## src/rtl/tg_mig_pkg.sv

```systemverilog
// Shared definitions for the traffic-gen MIG responder: one-hot state codes,
// MIG command codes, lane geometry and the read-timeout filler word.
package tg_mig_pkg;

    localparam logic [7:0] TG_INIT    = 8'h01;
    localparam logic [7:0] TG_IDLE    = 8'h02;
    localparam logic [7:0] TG_WR      = 8'h04;
    localparam logic [7:0] TG_RD_CMD  = 8'h20;
    localparam logic [7:0] TG_RD_DATA = 8'h40;
    localparam logic [7:0] TG_DONE    = 8'h80;

    typedef enum logic [7:0] {
        ST_INIT    = TG_INIT,
        ST_IDLE    = TG_IDLE,
        ST_WR      = TG_WR,
        ST_RD_CMD  = TG_RD_CMD,
        ST_RD_DATA = TG_RD_DATA,
        ST_DONE    = TG_DONE
    } tg_state_e;

    localparam logic [2:0]  CMD_WR          = 3'b000;
    localparam logic [2:0]  CMD_RD          = 3'b001;
    localparam logic [31:0] RD_TIMEOUT_WORD = 32'hDEADBEEF;

    localparam int WORD_W      = 32;
    localparam int LANES       = 4;
    localparam int LANE_DATA_W = WORD_W * LANES;

    // Byte-disable mask for a 128-bit beat: only the selected 32-bit lane is written
    function automatic logic [15:0] lane_mask(input logic [1:0] lane);
        logic [15:0] m;
        case (lane)
            2'd0:    m = 16'hFFF0;
            2'd1:    m = 16'hFF0F;
            2'd2:    m = 16'hF0FF;
            2'd3:    m = 16'h0FFF;
            default: m = 16'hFFFF;
        endcase
        return m;
    endfunction

endpackage

```

## src/rtl/tg_lane_sel.sv

```systemverilog
// Combinational 32<->128 lane steering: write-word replication with lane mask,
// and read-lane extraction from a MIG beat.
module tg_lane_sel
    import tg_mig_pkg::*;
(
    input  logic [1:0]               wr_lane_i,
    input  logic [WORD_W-1:0]        wr_word_i,
    input  logic [1:0]               rd_lane_i,
    input  logic [LANE_DATA_W-1:0]   rd_data_i,
    output logic [LANE_DATA_W-1:0]   wr_data_o,
    output logic [LANE_DATA_W/8-1:0] wr_mask_o,
    output logic [WORD_W-1:0]        rd_word_o
);

    assign wr_data_o = {LANES{wr_word_i}};
    assign wr_mask_o = lane_mask(wr_lane_i);

    // Pick the addressed 32-bit lane out of the returned beat
    always_comb begin
        case (rd_lane_i)
            2'd0:    rd_word_o = rd_data_i[31:0];
            2'd1:    rd_word_o = rd_data_i[63:32];
            2'd2:    rd_word_o = rd_data_i[95:64];
            2'd3:    rd_word_o = rd_data_i[127:96];
            default: rd_word_o = rd_data_i[31:0];
        endcase
    end

endmodule

```

## src/rtl/tg_mig_responder.sv

```systemverilog
// Traffic-gen command responder driving the MIG 7-series app interface with 32-bit word accesses.
// Optional read-data watchdog enabled by defining TG_RD_TIMEOUT_EN.
module tg_mig_responder
    import tg_mig_pkg::*;
#(
    parameter int APP_ADDR_WIDTH = 28,
    parameter int APP_DATA_WIDTH = 128,
    parameter int TIMEOUT_CYCLES = 1024
) (
    input  logic                        clk,
    input  logic                        reset,
    input  logic                        cmd_vld,
    input  logic                        cmd_proc,
    input  logic [31:0]                 addr_proc,
    input  logic [31:0]                 data_proc_o,
    input  logic [7:0]                  blen_proc,
    output logic [7:0]                  tg_state,
    output logic                        cmd_cmptd,
    output logic [31:0]                 data_proc_i,
    output logic                        rdata_sig_vld,
    output logic                        err_timeout,
    input  logic                        init_calib_complete,
    output logic [APP_ADDR_WIDTH-1:0]   app_addr,
    output logic [2:0]                  app_cmd,
    output logic                        app_en,
    input  logic                        app_rdy,
    output logic [APP_DATA_WIDTH-1:0]   app_wdf_data,
    output logic [APP_DATA_WIDTH/8-1:0] app_wdf_mask,
    output logic                        app_wdf_wren,
    output logic                        app_wdf_end,
    input  logic                        app_wdf_rdy,
    input  logic [APP_DATA_WIDTH-1:0]   app_rd_data,
    input  logic                        app_rd_data_valid
);

    tg_state_e                   state_q, state_d;
    logic                        app_en_q, app_en_d;
    logic                        wren_q, wren_d;
    logic [2:0]                  app_cmd_q, app_cmd_d;
    logic [31:0]                 addr_q, addr_d;
    logic [7:0]                  blen_q, blen_d;
    logic [7:0]                  beat_q, beat_d;
    logic [APP_DATA_WIDTH-1:0]   wdf_data_q, wdf_data_d;
    logic [APP_DATA_WIDTH/8-1:0] mask_q, mask_d;
    logic [31:0]                 rdata_q, rdata_d;
    logic                        rvld_q, rvld_d;
    logic                        cmptd_q, cmptd_d;

    logic [APP_DATA_WIDTH-1:0]   lane_wdata_s;
    logic [APP_DATA_WIDTH/8-1:0] lane_mask_s;
    logic [31:0]                 lane_rword_s;
    logic                        to_hit_s;
    logic                        addr_unused_s;

    tg_lane_sel u_lane_sel (
        .wr_lane_i (addr_proc[3:2]),
        .wr_word_i (data_proc_o),
        .rd_lane_i (addr_q[3:2]),
        .rd_data_i (app_rd_data),
        .wr_data_o (lane_wdata_s),
        .wr_mask_o (lane_mask_s),
        .rd_word_o (lane_rword_s)
    );

`ifdef TG_RD_TIMEOUT_EN
    localparam int TO_W = $clog2(TIMEOUT_CYCLES + 1);

    logic [TO_W-1:0] to_cnt_q, to_cnt_d;
    logic            err_q, err_d;

    assign to_hit_s = (state_q == ST_RD_DATA) && !app_rd_data_valid
                      && (to_cnt_q == TO_W'(TIMEOUT_CYCLES - 1));

    // Count RD_DATA cycles spent waiting; restart on every return or state change
    always_comb begin
        err_d = err_q | to_hit_s;
        if ((state_q == ST_RD_DATA) && !app_rd_data_valid && !to_hit_s) begin
            to_cnt_d = to_cnt_q + TO_W'(1);
        end else begin
            to_cnt_d = {TO_W{1'b0}};
        end
    end

    // Watchdog counter and sticky error flag
    always_ff @(posedge clk or posedge reset) begin
        if (reset) begin
            to_cnt_q <= {TO_W{1'b0}};
            err_q    <= 1'b0;
        end else begin
            to_cnt_q <= to_cnt_d;
            err_q    <= err_d;
        end
    end

    assign err_timeout = err_q;
`else
    localparam int TIMEOUT_UNUSED = TIMEOUT_CYCLES;

    assign to_hit_s    = 1'b0;
    assign err_timeout = 1'b0;
`endif

    // Next state, handshake tracking and next values of every registered output
    always_comb begin
        state_d    = state_q;
        app_en_d   = app_en_q;
        wren_d     = wren_q;
        app_cmd_d  = app_cmd_q;
        addr_d     = addr_q;
        blen_d     = blen_q;
        beat_d     = beat_q;
        wdf_data_d = wdf_data_q;
        mask_d     = mask_q;
        rdata_d    = rdata_q;
        rvld_d     = 1'b0;
        cmptd_d    = 1'b0;
        case (state_q)
            ST_INIT: begin
                if (init_calib_complete) begin
                    state_d = ST_IDLE;
                    cmptd_d = 1'b1;
                end else begin
                    state_d = ST_INIT;
                end
            end
            ST_IDLE: begin
                if (cmd_vld) begin
                    addr_d   = addr_proc;
                    blen_d   = blen_proc;
                    beat_d   = 8'd0;
                    app_en_d = 1'b1;
                    if (cmd_proc) begin
                        state_d    = ST_WR;
                        app_cmd_d  = CMD_WR;
                        wren_d     = 1'b1;
                        wdf_data_d = lane_wdata_s;
                        mask_d     = lane_mask_s;
                    end else begin
                        state_d   = ST_RD_CMD;
                        app_cmd_d = CMD_RD;
                    end
                end else begin
                    state_d = ST_IDLE;
                end
            end
            ST_WR: begin
                // Command and data channels retire independently
                app_en_d = app_en_q & ~app_rdy;
                wren_d   = wren_q & ~app_wdf_rdy;
                if (!app_en_d && !wren_d) begin
                    state_d = ST_DONE;
                    cmptd_d = 1'b1;
                end else begin
                    state_d = ST_WR;
                end
            end
            ST_RD_CMD: begin
                if (app_rdy) begin
                    app_en_d = 1'b0;
                    state_d  = ST_RD_DATA;
                end else begin
                    state_d = ST_RD_CMD;
                end
            end
            ST_RD_DATA: begin
                if (app_rd_data_valid || to_hit_s) begin
                    rvld_d  = 1'b1;
                    rdata_d = app_rd_data_valid ? lane_rword_s : RD_TIMEOUT_WORD;
                    if (beat_q == blen_q) begin
                        state_d = ST_DONE;
                        cmptd_d = 1'b1;
                    end else begin
                        beat_d   = beat_q + 8'd1;
                        addr_d   = addr_q + 32'd4;
                        app_en_d = 1'b1;
                        state_d  = ST_RD_CMD;
                    end
                end else begin
                    state_d = ST_RD_DATA;
                end
            end
            ST_DONE: begin
                state_d = ST_IDLE;
            end
            default: begin
                state_d  = ST_INIT;
                app_en_d = 1'b0;
                wren_d   = 1'b0;
            end
        endcase
    end

    // State and output registers
    always_ff @(posedge clk or posedge reset) begin
        if (reset) begin
            state_q    <= ST_INIT;
            app_en_q   <= 1'b0;
            wren_q     <= 1'b0;
            app_cmd_q  <= 3'b000;
            addr_q     <= 32'h0000_0000;
            blen_q     <= 8'h00;
            beat_q     <= 8'h00;
            wdf_data_q <= {APP_DATA_WIDTH{1'b0}};
            mask_q     <= {(APP_DATA_WIDTH/8){1'b0}};
            rdata_q    <= 32'h0000_0000;
            rvld_q     <= 1'b0;
            cmptd_q    <= 1'b0;
        end else begin
            state_q    <= state_d;
            app_en_q   <= app_en_d;
            wren_q     <= wren_d;
            app_cmd_q  <= app_cmd_d;
            addr_q     <= addr_d;
            blen_q     <= blen_d;
            beat_q     <= beat_d;
            wdf_data_q <= wdf_data_d;
            mask_q     <= mask_d;
            rdata_q    <= rdata_d;
            rvld_q     <= rvld_d;
            cmptd_q    <= cmptd_d;
        end
    end

    assign tg_state      = state_q;
    assign cmd_cmptd     = cmptd_q;
    assign data_proc_i   = rdata_q;
    assign rdata_sig_vld = rvld_q;
    assign app_addr      = {addr_q[APP_ADDR_WIDTH:4], 3'b000};
    assign app_cmd       = app_cmd_q;
    assign app_en        = app_en_q;
    assign app_wdf_data  = wdf_data_q;
    assign app_wdf_mask  = mask_q;
    assign app_wdf_wren  = wren_q;
    assign app_wdf_end   = wren_q;
    assign addr_unused_s = ^{addr_q[31:APP_ADDR_WIDTH+1], addr_q[1:0]};

endmodule

```

## config.mk

```make
export PLATFORM = sky130hd
export DESIGN_NAME = tg_mig_responder
export DESIGN_NICKNAME = d
export VERILOG_FILES = /design/src/rtl/tg_mig_pkg.sv /design/src/rtl/tg_lane_sel.sv /design/src/rtl/tg_mig_responder.sv
export SDC_FILE = /design/constraint.sdc
export NUM_CORES = 1
export LEC_CHECK = 0
export ABC_CLOCK_PERIOD_IN_PS = 4800
export BUFFER_PORTS_ARGS = -buffer_cell sky130_fd_sc_hd__buf_2
export CORE_AREA = 10 10 160 162
export DETAILED_ROUTE_END_ITERATION = 16
export DIE_AREA = 0 0 170 172
export PLACE_DENSITY = 0.62
export SLEW_MARGIN = 15
export SYNTH_ARGS = -nofsm -noshare
export SYNTH_HDL_FRONTEND = slang
export SYNTH_SLANG_ARGS = --single-unit
```

## constraint.sdc

```tcl
create_clock -name clk -period 4.8 [get_ports clk]
set_input_delay 0.24 -clock clk [delete_from_list [all_inputs] [get_ports clk]]
set_output_delay 0.24 -clock clk [all_outputs]
set_load 0.01 [all_outputs]
```

==> flow_summary_export.csv, run 1 <==
group,metric,value,unit
synth,ys_seq_elements,122,
hold_path,hold_path.class,"primary input to flop",
sta,final.setup.tns,0,ns
critical_path,r2r-start,"tg_state[0]$_DFF_PP1_",
critical_path,rrSetupSlack,1.88,ns
clock_tree,clock_latency,0.41,ns
synth,syn_inst,797,
finish,postLayoutCoreUtil,41.3,%
finish,final_common_cell,"buf_2",
grt,grt_max_degree,69,
place,post_dp_cell_area,8560,sq um
critical_path,path_buf_inv,2,
sta,slew_violations,0,
finish,area_growth,26.3,%
sta,hold_ws,0.0313,ns
sta,fmaxAchievable,343,MHz
synth,netlist_top_cells_area,"dfrtp_1, buf_4, mux2_2",
synth,synthesis.area,7310,sq um
place,gp_congestion,0.916,
sta,period_minus_slack,2.92,ns
synth,async_flop_share,100,%
synth,synth_top_area_share,41.4,%
sta,fin_worst_skew,0.00976,ns
grt,antenna_found_initial,0,
floorplan,start_util,32.7,%
critical_path,path_max_fanout,68,
critical_path,crit_end,"addr_q[21]$_DFFE_PP0P_",
finish,n_fill_cell,2322,
synth,ys.flop_type,"dfrtp_1",
critical_path,end_kind,"flop",
critical_path,cp_slowest_stage_delay,0.60,ns
synth,synth_cell_types,49,
finish,most-common-layout-cells,"buf_2, dfrtp_1, nand2_1",
finish,final_cell_area,9230,sq um
synth,seq_area_frac_synth,41.8,%
sta,maxSlewHeadroom,19.7,%
clock_tree,cts.path.max_buffers,2,
finish,final_nets,1269,
hold_path,whs_path_depth,3,
route,final_antenna_net_count,0,
critical_path,crit_chain,"nor2_1 > nand3_2 > buf_4 > a21o_1 > buf_4 > nand2_1 > o2bb2a_1",
critical_path,cp.required,5.15,ns
grt,grt_pass1_vias,6450,
clock_tree,htreeDepth,4,
critical_path,crit_path_frequent_cell,"buf_4",
critical_path,reg2reg_depth,7,
route,routed-via-count,6770,
clock_tree,cts_made_buffers,17,
critical_path,cp-startpoint,"tg_state[0]$_DFF_PP1_",
power,p_per_area,611,nW/um^2
sta,fin_crit_sh,60.7,%
synth,yosys.area.top_type,"dfrtp_1",
power,ir_worst_vdd,0.235,mV
route,drt-vias-per-instance,5.00,
route,first_pass_iters,7,
critical_path,cp-start-kind,"flop",
synth,yosys_warnings,0,
synth,syn_area_per_cell,9.17,sq um
sta,hold_viol_final,0,
finish,drive_gt1_share,47.0,%
route,route.final.wire_length,26.2,mm
clock_tree,tritoncts,"built",
critical_path,reg2reg_to,"addr_q[21]$_DFFE_PP0P_",
route,wl_per_cell,19.3,um
floorplan,die_h,172,um
clock_tree,postCtsHoldBufs,2,
grt,grt.total_usage,16.1,%
critical_path,path_depth,7,
clock_tree,cts_resized,0,
floorplan,ios,429,
place,dp_hpwl,20.2,mm
sta,worst_pin_slew,1.20,ns
sta,setup_viol,0,
clock_tree,cts-root-buf,"clkbuf_16",
floorplan,coreArea,22400,sq um
synth,synth_edf_count,0,
grt,gr-total-overflow,0,
route,drc,0,
power,power.leakage,4.85,nW
critical_path,crit_slowest_cell,"dfstp_2",
route,initialDrtViolationCount,624,
clock_tree,clk_pin_slew,0.06,ns
clock_tree,cts_setup_buffers,0,
critical_path,cp_top_family,"buffers and inverters",
floorplan,dieArea,29200,sq um
critical_path,path_class,"flop to flop",
status,outcome,"finished clean",
clock_tree,clock-sinks,122,
sta,rsz0062_at_grt,"no",
grt,grt_first_pass_wirelength,37.4,mm
place,portBuffers,415,
floorplan,rows,55,
critical_path,arrival,3.27,ns
floorplan,die_x,170,um
flow_run,maxCapViolations,0,
finish,antennaDiodeCount,0,
[flip-flops by register name, indices dropped and copies added, names as in the netlist]
signal / cells
app_wdf_data: 32
data_proc_i: 32
addr_q: 27
beat_q: 8
blen_q: 8
tg_state: 6
app_wdf_mask: 4
app_cmd: 1
app_en: 1
app_wdf_end: 1
cmd_cmptd: 1
rdata_sig_vld: 1
[worst min-delay path: stages]
cell and delay, ns:
buf_2 0.08, nand2_1 0.04, nand2_1 0.05
[layer usage]
metal  vias up  part of all wire, %  global-route usage (%)
met5         -                    0                       0
met4         0                 0.87                    3.39
met3        19                  9.7                    5.15
met2       336                   49                    26.7
met1      3186                   41                    20.1
li1       3229                    -                       -
[kinds of logic (layout without fill, tap and decap cells)]
| group | after synthesis | in the layout | synth area share [%] |
|---|---|---|---|
| muxes | 33 | 33 | 5.07 |
| adders and majority gates | 5 | 5 | 0.856 |
| AOI/OAI and AO/OA | 227 | 227 | 20.6 |
| xor gates and xnor gates | 12 | 12 | 1.44 |
| other | 1 | 8 | 0.0513 |
| buffers and inverters | 204 | 469 | 18.2 |
| and+or+nand+nor | 193 | 193 | 12.0 |
| DFF | 122 | 122 | 41.8 |
[through the flow]
step | power, mW | std cells | setup slack, ns
3_5_place_dp | 4.29 | 1320 | 1.90
5_1_grt | 6.03 | 1354 | 1.67
3_3_place_gp | 4.24 | 1320 | 1.90
6_report | 5.64 | 1354 | 1.88
2_1_floorplan | 3.83 | 804 | 1.32
4_1_cts | 5.72 | 1354 | 1.87
[report_power, final]
group	switching (mW)	total, mW	internal (mW)	leakage [nW]
clock	0.497	1.40	0.902	0.303
combinational	1.39	2.45	1.06	3.00
sequential	0.412	1.79	1.37	1.55
total	2.30	5.64	3.33	4.85
[final cells by class]
type                            instances  area (sq um)  share of cell area, %
Clock buffer                           19           453                   4.91
Clock inverter                         13           190                   2.06
Inverter                               12          47.5                  0.515
Multi-Input combinational cell        478          2970                   32.2
Sequential cell                       122          3050                   33.1
Tap cell                              285           357                   3.86
Timing Repair Buffer                  425          2160                   23.4
[cell usage after synthesis (2+ instances only)]
master     count
nand2b_1       2
a41oi_1        4
o21a_1         5
dfrtp_1      121
a22o_1         6
a31oi_1       12
nor3_2         2
buf_1          4
a222oi_1      32
a21oi_1       71
buf_6          2
a22oi_1        6
clkbuf_1      34
buf_4        143
nor4_1         3
xnor2_1        2
inv_1         12
and3_1         7
nand4_1        6
nand3_1       20
nor2b_1        2
a2bb2oi_1      6
o211ai_1       4
o21ai_0       48
nor3_1         5
mux2_2        32
buf_2          9
ha_1           5
or3_1          2
o22a_1        12
and2_1         2
o22ai_1       10
o2bb2a_1       5
nand2_1       80
a21o_1         2
o31ai_1        2
nor2_1        56
xor2_1        10
[worst min-delay path by stage]
stage                              from                       endpoint  slack, ns
floorplan           init_calib_complete          tg_state[0]$_DFF_PP1_       0.31
global placement                  reset  app_wdf_data[122]$_DFFE_PP0P_       0.27
detailed placement                reset  app_wdf_data[122]$_DFFE_PP0P_       0.27
CTS                        blen_proc[3]          blen_q[3]$_DFFE_PP0P_      0.007
global route               blen_proc[3]          blen_q[3]$_DFFE_PP0P_       0.03
finish                     blen_proc[3]          blen_q[3]$_DFFE_PP0P_       0.03
Note: power is estimated with default switching activity, not from simulation.
==> inputs of run 2 (changes only) <==
- ABC_AREA: not set -> 1
- ABC_CLOCK_PERIOD_IN_PS: 4800 -> 2800
- CORE_AREA: 10 10 160 162 -> not set
- CORE_MARGIN: not set -> 10
- CORE_UTILIZATION: not set -> 35
- DIE_AREA: 0 0 170 172 -> not set
- PLACE_DENSITY: 0.62 -> 0.64
- clock period: 4.8 -> 2.8 ns (I/O delays scaled with it)
==> flow_summary_export.csv, run 2 <==
group,metric,value,unit
status,outcome,"finished clean",
power,ir_worst_vdd,0.438,mV
synth,syn_inst,1101,
synth,synth_top_area_share,38.1,%
finish,final_common_cell,"nand2_1",
critical_path,path_max_fanout,33,
critical_path,path_class,"flop to flop",
grt,grt.total_usage,19.0,%
place,portBuffers,415,
hold_path,hold_path.startpoint,"data_proc_o[9]",
synth,synthSimpleGateAreaFrac,31.8,%
power,p_per_area,990,nW/um^2
synth,yosys.area.top_type,"dfrtp_1",
flow_run,maxCapViolations,0,
hold_path,whs_path_depth,3,
grt,grtUsageMet3,5.16,%
synth,netlist_top_cells_area,"dfrtp_1, nand2_1, buf_4",
sta,final.setup.tns,0,ns
synth,synthXorXnorAreaFrac,1.10,%
clock_tree,cts.path.max_buffers,2,
finish,final-instance-count-excl-fill,1707,
synth,muxShareOfSynthArea,0,%
clock_tree,tritoncts,"built",
route,initialDrtViolationCount,545,
critical_path,arrival,2.53,ns
critical_path,r2r-start,"tg_state[1]$_DFF_PP0_",
sta,hold_ws,0.0164,ns
grt,grt_first_pass_wirelength,43.6,mm
grt,grt_max_degree,69,
sta,maxSlewHeadroom,42.7,%
synth,synth_adder_area_share,0.788,%
synth,synthesis.area,7940,sq um
finish,drive_gt1_share,34.3,%
critical_path,cp.required,3.14,ns
route,drc,0,
synth,seq_area_frac_synth,38.5,%
clock_tree,clock_latency,0.41,ns
floorplan,ios,429,
floorplan,rows,55,
sta,fin_worst_skew,0.00913,ns
route,routed-via-count,8006,
route,final_antenna_net_count,0,
route,drt-vias-per-instance,4.69,
sta,rsz0062_at_grt,"no",
synth,async_flop_share,100,%
place,pre_cts_ws,0.496,ns
sta,fin_crit_sh,78.2,%
sta,worst_pin_slew,0.858,ns
floorplan,coreArea,22500,sq um
clock_tree,cts_setup_buffers,0,
finish,antennaDiodeCount,0,
synth,ys_top_cells_by_count,"nand2_1, buf_4, dfrtp_1",
clock_tree,cts_resized,0,
critical_path,reg2reg_depth,9,
synth,ys_seq_elements,122,
sta,fmaxAchievable,457,MHz
finish,final_nets,1622,
floorplan,dieArea,29100,sq um
critical_path,reg2reg_to,"addr_q[5]$_DFFE_PP0P_",
grt,grt_pass1_vias,7759,
route,first_pass_iters,5,
sta,period_minus_slack,2.19,ns
synth,synth_cell_types,35,
clock_tree,clock-sinks,122,
critical_path,cp-start-kind,"flop",
synth,synth_compound_area_share,8.75,%
finish,postLayoutCoreUtil,45.7,%
floorplan,die_h,171,um
synth,synth_edf_count,0,
floorplan,start_util,35.3,%
sta,setup_slack,0.610,ns
synth,synth_most_common_cell,"nand2_1",
clock_tree,cts_made_buffers,17,
place,placed_cells,1632,
synth,yosys_warnings,0,
synth,syn_area_per_cell,7.21,sq um
critical_path,end_kind,"flop",
grt,grtUsageMet2,32.9,%
place,gp_congestion,0.846,
synth,ys.flop_type,"dfrtp_1",
clock_tree,postCtsHoldBufs,43,
power,power.leakage,5.79,nW
route,wl_per_cell,17.4,um
grt,antenna_found_initial,1,
finish,most-common-layout-cells,"nand2_1, buf_2, dfrtp_1",
hold_path,hold_path.class,"primary input to flop",
place,dp_hpwl,22.8,mm
hold_path,min_to,"app_wdf_data[105]$_DFFE_PP0P_",
finish,area_growth,29.6,%
route,route.final.wire_length,29.6,mm
grt,gr-total-overflow,0,
clock_tree,clk_pin_slew,0.06,ns
sta,setup_viol,0,
critical_path,rrSetupSlack,0.61,ns
floorplan,die_x,171,um
clock_tree,htreeDepth,4,
synth,synth_top_family_by_area,"simple AND/OR/NAND/NOR gates",
sta,hold_viol_final,0,
grt,busiest_layer,"met2",
grt,grt_use_met1,22.3,%
sta,slew_violations,0,
clock_tree,cts-root-buf,"clkbuf_16",
-- run 2: changes by cell type in the layout (fill, tap and decap cells not counted), sizes merged, moves of 9 or more --
cell | before | now
o22ai | 10 | 0
a221oi | 0 | 32
o31ai | 2 | 32
nor2 | 56 | 91
or2 | 0 | 9
mux2 | 32 | 0
a222oi | 32 | 0
o21ai | 48 | 14
nand3 | 20 | 44
dlygate4sd3 | 2 | 43
nand2 | 80 | 473
a21oi | 71 | 4
o22a | 12 | 0
inv | 15 | 55
-- run 2: metrics by stage --
stage	power [mW]	cell area, sq um
after floorplan	6.86	7970
after detailed placement	7.82	9210
after CTS	10.3	10300
after global routing	11.0	10300
after global placement	7.73	9210
final	10.2	10300
-- run 2: where the power goes --
part / leakage (nW) / internal, mW / switching, mW
Clock: 0.302 / 1.55 / 0.861
Combinational: 3.90 / 1.84 / 2.85
Sequential: 1.59 / 2.36 / 0.726
Total: 5.79 / 5.75 / 4.44
-- run 2: cell type report --
type | count | area, sq um
fill | 2285 | 12200
timing repair buffer | 469 | 2620
sequential | 122 | 3050
clock inverter | 13 | 190
clock buffer | 19 | 453
inverter | 54 | 206
multi-input combinational | 745 | 3410
tap | 285 | 357
-- run 2: how the worst max path moves through the flow --
stage | from | endpoint | slack (ns) | cells after the start
finish | tg_state[1]$_DFF_PP0_ | addr_q[5]$_DFFE_PP0P_ | 0.61 | 9
floorplan | addr_q[3]$_DFFE_PP0P_ | addr_q[26]$_DFFE_PP0P_ | 1.14 | 11
global route | tg_state[1]$_DFF_PP0_ | addr_q[5]$_DFFE_PP0P_ | 0.31 | 9
global placement | tg_state[1]$_DFF_PP0_ | addr_q[20]$_DFFE_PP0P_ | 0.60 | 9
detailed placement | addr_q[2]$_DFFE_PP0P_ | data_proc_i[28]$_DFFE_PP0P_ | 0.50 | 6
CTS | addr_q[2]$_DFFE_PP0P_ | data_proc_i[28]$_DFFE_PP0P_ | 0.49 | 6
-- run 2: per-layer routing --
layer,vias to the layer above,share of wire [%],routed length [um]
met5,-,0.044,13
met4,2,2.0,584
met3,36,7.4,2210
met2,302,50,14900
met1,3696,40,11900
li1,3970,-,-
-- run 2: cell families after synthesis --
group | Yosys count
and+or+nand+nor | 628
DFF | 122
other | 1
adders and majority gates | 5
AOI/OAI and AO/OA | 94
xor gates and xnor gates | 10
buffers and inverters | 241
-- run 2: worst max-delay path, stage by stage, from the launching register on --
cell and delay (ns):
dfrtp_1 0.40, nor2_1 0.23, inv_2 0.10, nor2_2 0.12, nand3_2 0.16, nand2_1 0.10, nand2_1 0.11, nor2_4 0.69
nand2_1 0.12, nand2_1 0.09
==> inputs of run 3 (changes only) <==
- ABC_CLOCK_PERIOD_IN_PS: 2800 -> 2100
- clock period: 2.8 -> 2.1 ns (I/O delays scaled with it)
==> flow_summary_export.csv, run 3 (synthesis gave the netlist of run 2 again) <==
group,metric,value,unit
grt,grt_first_pass_wirelength,45.0,mm
finish,drive_gt1_share,33.8,%
floorplan,ios,429,
critical_path,rrSetupSlack,0.21,ns
grt,grt_pass1_vias,8168,
grt,grt_max_degree,69,
finish,final_nets,1684,
power,p_per_area,1260,nW/um^2
sta,fmaxAchievable,528,MHz
clock_tree,cts.path.max_buffers,2,
sta,setup_viol,0,
sta,period_minus_slack,1.89,ns
hold_path,min_to,"data_proc_i[13]$_DFFE_PP0P_",
route,drt-vias-per-instance,4.72,
clock_tree,cts_made_buffers,17,
route,first_pass_iters,5,
clock_tree,clk_pin_slew,0.06,ns
critical_path,reg2reg_depth,10,
floorplan,coreArea,22500,sq um
route,final_antenna_net_count,0,
finish,final_cell_area,10900,sq um
flow_run,maxCapViolations,0,
critical_path,r2r-start,"tg_state[1]$_DFF_PP0_",
clock_tree,clock-sinks,122,
hold_path,whs_path_depth,3,
route,drc,0,
place,post_dp_cell_area,9300,sq um
sta,fin_crit_sh,90.2,%
sta,maxSlewHeadroom,59.3,%
critical_path,arrival,2.20,ns
finish,n_fill_cell,2210,
floorplan,rows,55,
clock_tree,cts-root-buf,"clkbuf_16",
critical_path,path_class,"flop to flop",
power,ir_worst_vdd,0.529,mV
hold_path,hold_path.class,"primary input to flop",
power,power.leakage,6.06,nW
route,initialDrtViolationCount,590,
floorplan,die_x,171,um
place,portBuffers,415,
route,wl_per_cell,17.5,um
route,route.final.wire_length,31.0,mm
grt,gr-total-overflow,0,
floorplan,die_h,171,um
place,gp_congestion,0.868,
sta,worst_pin_slew,0.610,ns
sta,hold_viol_final,0,
sta,final.setup.tns,0,ns
critical_path,cp.required,2.40,ns
floorplan,start_util,35.3,%
critical_path,reg2reg_to,"beat_q[3]$_DFFE_PP0P_",
critical_path,crit_chain,"nor2_1 > inv_2 > nor2_2 > nand3_2 > nand2_1 > nand2_2 > inv_4 > nand3_4 > nand2_1 > nand2_1",
finish,final_common_cell,"nand2_1",
clock_tree,clock_latency,0.42,ns
finish,area_growth,37.9,%
grt,antenna_found_initial,2,
sta,slew_violations,0,
route,routed-via-count,8363,
hold_path,hold_path.startpoint,"app_rd_data[13]",
status,outcome,"finished clean",
sta,fin_worst_skew,0.0120,ns
finish,most-common-layout-cells,"nand2_1, buf_2, dfrtp_1",
grt,grt.total_usage,19.5,%
critical_path,end_kind,"flop",
critical_path,crit_path_frequent_cell,"nand2_1",
sta,rsz0062_at_grt,"no",
critical_path,path_max_fanout,17,
critical_path,cp_slowest_stage_delay,0.39,ns
critical_path,crit_slowest_cell,"dfrtp_1",
critical_path,cp-start-kind,"flop",
floorplan,dieArea,29100,sq um
clock_tree,htreeDepth,4,
clock_tree,tritoncts,"built",
place,dp_hpwl,22.9,mm
run 3: cell types whose count changed in the layout (fill, tap and decap cells not counted), moves of 2 or more:
| cell | previous run | this run |
|---|---|---|
| buf_4 | 9 | 13 |
| nand3_4 | 1 | 3 |
| dlygate4sd3_1 | 43 | 93 |
| buf_12 | 2 | 7 |
| ha_2 | 2 | 0 |
| diode_2 | 0 | 3 |
| ha_1 | 3 | 5 |
run 3: how the worst max path moves through the flow:
stage | start | to | slack, ns | cells after the start
floorplan | addr_q[3]$_DFFE_PP0P_ | addr_q[26]$_DFFE_PP0P_ | 0.44 | 11
global placement | tg_state[5]$_DFF_PP0_ | addr_q[26]$_DFFE_PP0P_ | 0.08 | 9
detailed placement | tg_state[2]$_DFF_PP0_ | addr_q[19]$_DFFE_PP0P_ | 0.05 | 9
CTS | tg_state[1]$_DFF_PP0_ | addr_q[19]$_DFFE_PP0P_ | 0.02 | 9
global route | addr_q[3]$_DFFE_PP0P_ | addr_q[28]$_DFFE_PP0P_ | 0.06 | 10
finish | tg_state[1]$_DFF_PP0_ | beat_q[3]$_DFFE_PP0P_ | 0.21 | 10
run 3: timing repair:
action	4_1_cts	5_1_grt
setup buffers	0	2
endpoints found under the setup margin	0	34
endpoints found under the hold margin	215	0
resized for setup	0	8
hold buffers	93	0
run 3: routing by layer:
layer | wire length (um) | global-route usage (%) | up-vias
met1 | 12300 | 22.8 | 3878
met3 | 2530 | 5.60 | 34
met5 | 13 | 0 | -
li1 | - | - | 4108
met4 | 559 | 5.91 | 2
met2 | 15600 | 33.7 | 341
run 3: final cells by class:
class / instances / area (sq um) / area share, %
flip-flops and latches: 122 / 3050 / 27.9
diodes: 3 / 7.51 / 0.0686
clock buffers: 19 / 443 / 4.05
well taps: 285 / 357 / 3.26
inverters: 54 / 209 / 1.91
clock inverters: 13 / 168 / 1.53
repair buffers: 528 / 3250 / 29.6
multi-input cells: 748 / 3460 / 31.6
run 3: power by group:
part           leakage, nW  switching, mW  internal (mW)  total [mW]
clock                0.282           1.19           1.91        3.10
sequential            1.59          0.971           3.15        4.12
combinational         4.19           3.95           2.63        6.58
run 3: through the flow:
step           cells  power, mW  hold slack [ns]  util (%)  setup WS (ns)
2_1_floorplan   1108       9.14            0.182         -          0.445
3_3_place_gp    1639       10.4            0.242      41.3         0.0802
3_5_place_dp    1639       10.5            0.250      41.3         0.0521
4_1_cts         1764       13.8         0.000143      48.2         0.0186
5_1_grt         1769       14.8          0.00559      48.6         0.0565
6_report        1772       13.8           0.0139      48.6          0.206
run 3: worst max-delay path: cells and delay by family, from the launching register on:
kind,cells,cell delay (ns)
simple gates,8,1.13
flops,1,0.39
buf+inv,2,0.24
